<file path="src/rtl/apb_slave_responder_if.sv">
`default_nettype none
// ============================================================================
// Module   : apb_slave_responder_if
// Brief    : APB completer bus bundle (bridge side = master, responder = slave)
// Revision : 1.0
// ============================================================================
interface apb_slave_responder_if;
    logic [3:0]  Pselx;
    logic        Penable;
    logic        Pwrite;
    logic [31:0] Paddr;
    logic [31:0] Pwdata;
    logic [31:0] Prdata;
    logic        Pready;
    logic        Pslverr;

    modport master (
        output Pselx, Penable, Pwrite, Paddr, Pwdata,
        input  Prdata, Pready, Pslverr
    );

    modport slave (
        input  Pselx, Penable, Pwrite, Paddr, Pwdata,
        output Prdata, Pready, Pslverr
    );
endinterface
`default_nettype wire

</file>
<file path="src/rtl/apb_slave_responder.sv">
`default_nettype none
// ============================================================================
// Module   : apb_slave_responder
// Brief    : APB completer with four register banks, wait states, error and
//            protocol-violation detection
// Revision : 1.0
// ============================================================================
module apb_slave_responder #(
    parameter int DEPTH       = 16,
    parameter int WAIT_STATES = 0,
    parameter int AW          = 12
) (
    input  logic                  Hclk,
    input  logic                  Hreset,
    apb_slave_responder_if.slave  bus,
    output logic                  prot_err
);

    localparam int          c_ww    = $clog2(DEPTH);
    localparam int          c_iw    = AW - 2;
    localparam logic [c_iw:0] c_depth = (c_iw + 1)'(DEPTH);
    localparam logic [3:0]  c_ws    = 4'(WAIT_STATES);

    typedef enum logic [0:0] {
        IDLE   = 1'b0,
        ACCESS = 1'b1
    } state_t;

    state_t              r_state;
    logic [3:0]          r_sel;
    logic [AW-1:0]       r_addr;
    logic                r_write;
    logic [31:0]         r_wdata;
    logic                r_err;
    logic [c_ww+1:0]     r_idx;
    logic [3:0]          r_cnt;
    logic [31:0]         r_prdata;
    logic                r_prot_err;
    logic [31:0]         r_mem [4*DEPTH];

    logic [c_iw-1:0]     w_word_full;
    logic [c_ww-1:0]     w_word;
    logic [1:0]          w_bank;
    logic [c_ww+1:0]     w_idx;
    logic                w_onehot;
    logic                w_oor;
    logic                w_err;
    logic                w_mismatch;
    logic                w_pready;

    assign w_word_full = bus.Paddr[AW-1:2];
    assign w_word      = bus.Paddr[c_ww+1:2];
    assign w_onehot    = (bus.Pselx != 4'd0) && ((bus.Pselx & (bus.Pselx - 4'd1)) == 4'd0);
    assign w_oor       = ({1'b0, w_word_full} >= c_depth);
    assign w_err       = !w_onehot || (bus.Paddr[1:0] != 2'd0) || w_oor;
    assign w_idx       = {w_bank, w_word};

    always_comb begin
        w_bank = 2'd0;
        case (bus.Pselx)
            4'b0010: w_bank = 2'd1;
            4'b0100: w_bank = 2'd2;
            4'b1000: w_bank = 2'd3;
            default: w_bank = 2'd0;
        endcase
    end

    // Any change to the captured transfer while in ACCESS is a violation.
    assign w_mismatch = (bus.Pselx != r_sel) || (bus.Paddr[AW-1:0] != r_addr) ||
                        (bus.Pwrite != r_write) || (bus.Pwdata != r_wdata);

    assign w_pready    = (r_state == ACCESS) && (r_cnt == 4'd0);
    assign bus.Pready  = w_pready;
    assign bus.Pslverr = w_pready && r_err;
    assign bus.Prdata  = r_prdata;
    assign prot_err    = r_prot_err;

    always_ff @(posedge Hclk) begin
        if (Hreset) begin
            r_state    <= IDLE;
            r_sel      <= 4'd0;
            r_addr     <= '0;
            r_write    <= 1'b0;
            r_wdata    <= 32'd0;
            r_err      <= 1'b0;
            r_idx      <= '0;
            r_cnt      <= 4'd0;
            r_prdata   <= 32'd0;
            r_prot_err <= 1'b0;
            for (int i = 0; i < 4*DEPTH; i++) begin
                r_mem[i] <= 32'd0;
            end
        end else begin
            case (r_state)
                IDLE: begin
                    if (bus.Penable) begin
                        r_prot_err <= 1'b1;
                    end else if (bus.Pselx != 4'd0) begin
                        r_sel   <= bus.Pselx;
                        r_addr  <= bus.Paddr[AW-1:0];
                        r_write <= bus.Pwrite;
                        r_wdata <= bus.Pwdata;
                        r_err   <= w_err;
                        r_idx   <= w_idx;
                        r_cnt   <= c_ws;
                        r_state <= ACCESS;
                        if (!bus.Pwrite) begin
                            r_prdata <= w_err ? 32'd0 : r_mem[w_idx];
                        end
                    end
                end
                ACCESS: begin
                    if (w_mismatch) begin
                        r_prot_err <= 1'b1;
                    end
                    if (r_cnt == 4'd0) begin
                        // Completion is already signalled, so it finishes on captured values.
                        if (!bus.Penable) begin
                            r_prot_err <= 1'b1;
                        end
                        if (r_write && !r_err) begin
                            r_mem[r_idx] <= r_wdata;
                        end
                        r_state <= IDLE;
                    end else if (!bus.Penable || (bus.Pselx == 4'd0)) begin
                        r_prot_err <= 1'b1;
                        r_state    <= IDLE;
                    end else begin
                        r_cnt <= r_cnt - 4'd1;
                    end
                end
                default: r_state <= IDLE;
            endcase
        end
    end

endmodule
`default_nettype wire

</file>
<file path="src/flat_wrapper.sv">
// flat-port wrapper written by rule: the top's interface ports become plain ports
module apb_slave_responder_flat 
#(
    parameter int DEPTH       = 16,
    parameter int WAIT_STATES = 0,
    parameter int AW          = 12
)
  (Hclk, Hreset, prot_err, bus_Pselx, bus_Penable, bus_Pwrite, bus_Paddr, bus_Pwdata, bus_Prdata, bus_Pready, bus_Pslverr);
  apb_slave_responder_if bus_i ();
  input  logic Hclk;
  input  logic Hreset;
  output logic prot_err;
  input wire logic [$bits(bus_i.Pselx)-1:0] bus_Pselx;
  input wire logic [$bits(bus_i.Penable)-1:0] bus_Penable;
  input wire logic [$bits(bus_i.Pwrite)-1:0] bus_Pwrite;
  input wire logic [$bits(bus_i.Paddr)-1:0] bus_Paddr;
  input wire logic [$bits(bus_i.Pwdata)-1:0] bus_Pwdata;
  output wire logic [$bits(bus_i.Prdata)-1:0] bus_Prdata;
  output wire logic [$bits(bus_i.Pready)-1:0] bus_Pready;
  output wire logic [$bits(bus_i.Pslverr)-1:0] bus_Pslverr;
  assign bus_i.Pselx = bus_Pselx;
  assign bus_i.Penable = bus_Penable;
  assign bus_i.Pwrite = bus_Pwrite;
  assign bus_i.Paddr = bus_Paddr;
  assign bus_i.Pwdata = bus_Pwdata;
  assign bus_Prdata = bus_i.Prdata;
  assign bus_Pready = bus_i.Pready;
  assign bus_Pslverr = bus_i.Pslverr;
  apb_slave_responder #(.DEPTH(DEPTH), .WAIT_STATES(WAIT_STATES), .AW(AW)) u_core (.Hclk(Hclk), .Hreset(Hreset), .bus(bus_i), .prot_err(prot_err));
endmodule
</file>
<file path="config.mk">
export PLATFORM = sky130hd
export DESIGN_NAME = apb_slave_responder_flat
export DESIGN_NICKNAME = d
export VERILOG_FILES = /design/src/rtl/apb_slave_responder_if.sv /design/src/rtl/apb_slave_responder.sv /design/src/flat_wrapper.sv
export SDC_FILE = /design/constraint.sdc
export NUM_CORES = 2
export LEC_CHECK = 0
export ABC_AREA = 1
export CORE_MARGIN = 2
export CORE_UTILIZATION = 63
export CTS_CLUSTER_DIAMETER = 200
export DETAILED_ROUTE_END_ITERATION = 8
export PLACE_DENSITY = 0.82
export SYNTH_ARGS = -nofsm -noshare
export SYNTH_HDL_FRONTEND = slang
export SYNTH_SLANG_ARGS = --single-unit
</file>
<file path="constraint.sdc">
create_clock -name Hclk -period 3.88 [get_ports Hclk]
set_input_delay 0.388 -clock Hclk [delete_from_list [all_inputs] [get_ports Hclk]]
set_output_delay 0.388 -clock Hclk [all_outputs]
set_load 0.005 [all_outputs]
</file>
# Word level (Yosys, flattened, before mapping)
# Memory sizes are Yosys's and may differ from the RTL's.
# Cells that the tools add are included.
dict set report totals {
  reg_bits 94
  ram_bits 2048
  inputBits 72
  out_inout_bits 35
  elab_cells 80
  mem_count 1
}
# name words word_bits read_ports rd_ports_with_merged_regs wr line
set memory_table {}
lappend memory_table {u_core.r_mem 64 32 1 0 64 apb_slave_responder.sv:39} ;# logic [31:0] r_mem [4*DEPTH];
dict set report op_classes {
  add_sub_neg 2
  order_cmp 1
  eq_ne 12
  mux 28
  bitwise 4
  reduce_logical 22
}
# cell n
set op_table {}
lappend op_table {{$mux 32} 2}
lappend op_table {{$ne 32x32->1} 1}
lappend op_table {{$reduce_or 32->1} 1}
lappend op_table {{$mux 1} 17}
lappend op_table {{$mux 4} 4}
lappend op_table {{$logic_not 4->1} 3}
lappend op_table {{$ne 12x12->1} 1}
lappend op_table {{$ge 10x5->1 const B} 1}
lappend op_table {{$ne 2x2->1 const B} 4}
lappend op_table {{$pmux 4 s2} 1}
lappend op_table {{$reduce_and 4->1} 2}
lappend op_table {{$sub 4x1->4 const B} 2}
lappend op_table {{$logic_or 1x1->1} 6}
lappend op_table {{$mux 6} 1}
lappend op_table {{$pmux 2 s3} 1}
lappend op_table {{$and 4x4->4} 1}
lappend op_table {{$eq 4x2->1 const B} 1}
lappend op_table {{$eq 4x3->1 const B} 1}
lappend op_table {{$eq 4x4->1 const B} 1}
lappend op_table {{$logic_and 1x1->1} 4}
lappend op_table {{$ne 4x4->1} 1}
lappend op_table {{$pmux 1 s2} 2}
lappend op_table {{$reduce_bool 4->1} 1}
lappend op_table {{$logic_not 1->1} 3}
lappend op_table {{5 further kinds} 7}

# Longest topological paths before layout
dict set report logic_depth {
  depth_word 9
  mapped_depth 14
}

# Worst setup path after synthesis
# No wires, ideal clock.
dict set report synth_timing {
  kind {register to register}
  startpoint {register u_core.r_cnt[0]}
  endpoint {memory u_core.r_mem[24][0], enable pin}
  setup_ns 0.389
  t_arrival_ns 2.435
  t_required_ns 3.491
  path_slack_ns 1.056
  stages_incl_launch_ff 10
  path_cell_list {dfxtp_1 -> inv_1 -> ha_1 -> nand4_1 -> nor4_2 -> nand2_1 -> nor2_4 -> nand2_1 -> buf_6 -> nand2_1}
}
# item line
set synth_lines {}
lappend synth_lines {{start, declared} apb_slave_responder.sv:36} ;# logic [3:0] r_cnt;
lappend synth_lines {{start signal, assigned} apb_slave_responder.sv:105} ;# r_cnt <= c_ws;
lappend synth_lines {{start signal, assigned} apb_slave_responder.sv:129} ;# r_cnt <= r_cnt - 4'd1;
lappend synth_lines {{end, declared} apb_slave_responder.sv:39}

==> results by group <==
Logic synthesis
  • #FFs+latches synth: 2138
  • Simple-gate share of the synthesized area: 0.280
  • Largest family of logic cells by synthesized area: simple AND/OR/NAND/NOR gates
  • Top-area cell type share of the netlist area: 0.629
  • Synth Warn #: 0
  • Synth Area in Compound Gates: 0.00462
  • Adder-cell share of the synthesized area: 0.000128
  • Syn Nets: 10216
  • Top FF cell, synth: edfxtp_1
  • Register area share after synthesis: 0.647
  • Post-synth EDFFs: 2048
  • Post-synthesis mux area share: 0
  • Asr flop ratio synth: 0
  • Post-synthesis cell count: 10143
  • Synth area leaders: edfxtp_1 (63%), nand3_1 (9.9%), nand2_1 (9.6%), nor2_1 (8.0%), buf_6 (2.2%)
  • Distinct cells, synth: 29
  • Cell taking the most area after synthesis: edfxtp_1
  • Syn Area/Cell: 9.64 sq um
  • Synth Area in XOR/XNOR: 0.000717
  • Synthesized cell area: 97800 sq um

Setup path
  • CP Launch Point: u_core.r_cnt[0]$_SDFFE_PP0P_
  • Reg2reg start: u_core.r_cnt[0]$_SDFFE_PP0P_
  • Crit path required time: 4390 ps
  • CP Capture Type: flop
  • Worst setup path endpoint: u_core.r_mem[3][8]$_SDFFCE_PN0P_
  • CP startpoint kind: flop
  • Reg-to-Reg End: u_core.r_mem[3][8]$_SDFFCE_PN0P_
  • Crit path DAT: 4080 ps
  • Worst r2r path cells: 10
  • Worst R2R Setup Slack: 310 ps
  • Critical path peak fanout: 23
  • Setup CP Type: reg2reg

Floorplan
  • Core area: 154000 sq um
  • Die footprint: 158000 sq um
  • Floorplan row count: 144
  • Die X: 398 um
  • Num ports: 107
  • Initial Util: 0.635
  • Chip height: 398 um

Placement
  • Gpl congestion: 0.986
  • Dpl hpwl: 181000 um
  • Port-buffer cells: 86

Detailed routing
  • Total wire length: 301000 um
  • DRC Markers: 1
  • Via density: 6.34
  • First DRT Iteration DRCs: 14194
  • Initial DRT Pass Iterations: 9
  • Wire length per cell: 24.8 um
  • Post-DRT Antenna Nets: 0
  • Via count: 76810

STA
  • RSZ-0062 raised after global routing: false
  • Final Setup Violations: 0
  • Final worst path period share: 0.921
  • Hold Vio Cnt, Final: 0
  • Post-route setup TNS: 0 ps
  • Clk_skew: 34.8 ps
  • Hold_ws: 163 ps
  • Minimum clock period: 3570 ps
  • Worst-margin pin slew: 1200 ps
  • Final Max Tran Viols: 0
  • Slew HR: 0.201
  • Max Fclk: 0.280 GHz

Run status
  • Status: finished, violations left
  • Violated checks: DRC

Global route
  • First-pass GRT wire length: 441000 um
  • Global route overflow: 0
  • Pin count of the biggest net entering global routing: 184
  • Vias in the first global route: 72326
  • Initial antenna violation count: 8
  • GRT Total Usage: 0.375

Clock network
  • Clk_lat worst skew: 870 ps
  • CTS tree: built
  • H-tree levels: 4
  • Number of hold buffers added after CTS: 0
  • Clock slew at reported path FFs: 60 ps
  • # clock sinks: 2138
  • Buffer depth of the longest clock path: 3
  • CTS Buf Count: 208
  • Post CTS Setup Buffer Count: 0
  • Clock root buffer: clkbuf_16
  • Post-CTS sizing: 0

Power
  • Maximum VDD drop: 0.000516 V
  • PwrDens: 475 nW/um^2
  • Pleak: 39.9 nW

Finish
  • Share of post-route cells with drive strength above 1: 0.0705
  • Area growth, synth to finish: 8.85%
  • Nets: 9962

Worst hold path
  • Worst min-delay path class: in2reg

Flow run
  • # Max-Cap Violations: 0
-- power breakdown --
group	leakage (nW)	internal (W)	switching [W]	total [W]
clock	3.21	0.0111	0.00872	0.0199
sequential	21.9	0.0260	0.000242	0.0262
combinational	14.8	0.00103	0.00342	0.00446
total	39.9	0.0381	0.0124	0.0505
-- cells by family after synthesis --
group	Yosys count
xor+xnor	8
simple gates	6598
flops	2138
fa+ha+maj	1
buf+inv	1319
compound gates	79
-- Yosys cell counts, types with 4 or more instances --
library cell / n
nand2_1: 2503
nand3_1: 1944
dfxtp_1: 90
xnor2_1: 8
nor2_1: 2087
o22ai_1: 35
edfxtp_1: 2048
o21ai_0: 31
or2_2: 32
inv_1: 426
clkbuf_1: 507
inv_2: 4
a21oi_1: 9
buf_2: 124
buf_1: 63
buf_6: 192
nor3_1: 12
nand4_1: 6
nor2_4: 8
-- metal layers --
layer / wire length (um) / vias to the layer above / share of wire / track usage
li1: - / 33076 / - / -
met1: 100000 / 36045 / 0.33 / 0.493
met2: 132000 / 6596 / 0.44 / 0.549
met3: 47900 / 1085 / 0.16 / 0.116
met4: 21100 / 8 / 0.070 / 0.229
met5: 52 / - / 0.00017 / 0
-- metrics by stage --
stage          cell area, sq um  std cells  setup slack, ps  utilization  total power (W)
3_5_place_dp              99800      11723              392        0.648           0.0309
3_3_place_gp              99800      11723              434        0.648           0.0308
5_1_grt                  106000      12110              191        0.691           0.0515
6_report                 106000      12112              308        0.691           0.0505
4_1_cts                  106000      12108              475        0.691           0.0502
2_1_floorplan             97800      10143             1060            -           0.0291
-- registers in the layout, indices dropped and copies added, names as in the netlist --
signal and count:
u_core.bus.Prdata 32, u_core.prot_err 1, u_core.r_addr 8, u_core.r_cnt 4
u_core.r_err 1, u_core.r_idx 6, u_core.r_mem 2048, u_core.r_sel 4
u_core.r_state 1, u_core.r_wdata 32, u_core.r_write 1
-- how the worst min path moves through the flow --
stage                                  startpoint                                  to  slack [ps]  cells after the start
6_report                           bus_Pwdata[19]     u_core.r_wdata[19]$_SDFFE_PP0P_         160                      3
4_1_cts                            bus_Pwdata[17]     u_core.r_wdata[17]$_SDFFE_PP0P_         120                      3
5_1_grt                            bus_Pwdata[19]     u_core.r_wdata[19]$_SDFFE_PP0P_         170                      3
3_5_place_dp         u_core.prot_err$_SDFFE_PP0N_        u_core.prot_err$_SDFFE_PP0N_         450                      2
2_1_floorplan  u_core.bus.Prdata[22]$_SDFFE_PP0P_  u_core.bus.Prdata[22]$_SDFFE_PP0P_         450                      2
3_3_place_gp   u_core.bus.Prdata[29]$_SDFFE_PP0P_  u_core.bus.Prdata[29]$_SDFFE_PP0P_         440                      2
-- layout make-up --
class / instances / area (sq um)
Sequential cell: 2138 / 63300
Fill cell: 10734 / 47600
Multi-Input combinational cell: 6686 / 28000
Clock buffer: 275 / 5640
Timing Repair Buffer: 422 / 4360
Tap cell: 2044 / 2560
Inverter: 433 / 1660
Clock inverter: 110 / 940
Antenna cell: 4 / 10.0
-- worst max-delay path, stage by stage, from the launching register on --
cell and delay, ps:
dfxtp_1 320, inv_1 90, ha_1 220, nand4_1 210
nor4_2 600, nand2_1 430, nor2_4 520, buf_12 200
nand2_1 70, nand2_1 140, buf_4 390
-- cells in the final DEF, fill, tap and decap left out, types with 8 or more instances in the layout --
master / Yosys / routed
nand2_1: 2503 / 2503
nor2_1: 2087 / 2087
edfxtp_1: 2048 / 2048
nand3_1: 1944 / 1944
inv_1: 426 / 391
buf_4: 0 / 260
clkbuf_16: 0 / 214
dfxtp_1: 90 / 90
clkdlybuf4s50_1: 0 / 82
buf_12: 0 / 77
clkbuf_1: 507 / 55
clkinv_1: 3 / 50
clkinv_2: 0 / 41
o22ai_1: 35 / 35
or2_2: 32 / 32
o21ai_0: 31 / 31
inv_2: 4 / 28
bufinv_16: 0 / 14
nor3_1: 12 / 9
a21oi_1: 9 / 9
nor2_4: 8 / 8
xnor2_1: 8 / 8
(Power assumes the default switching activity.)
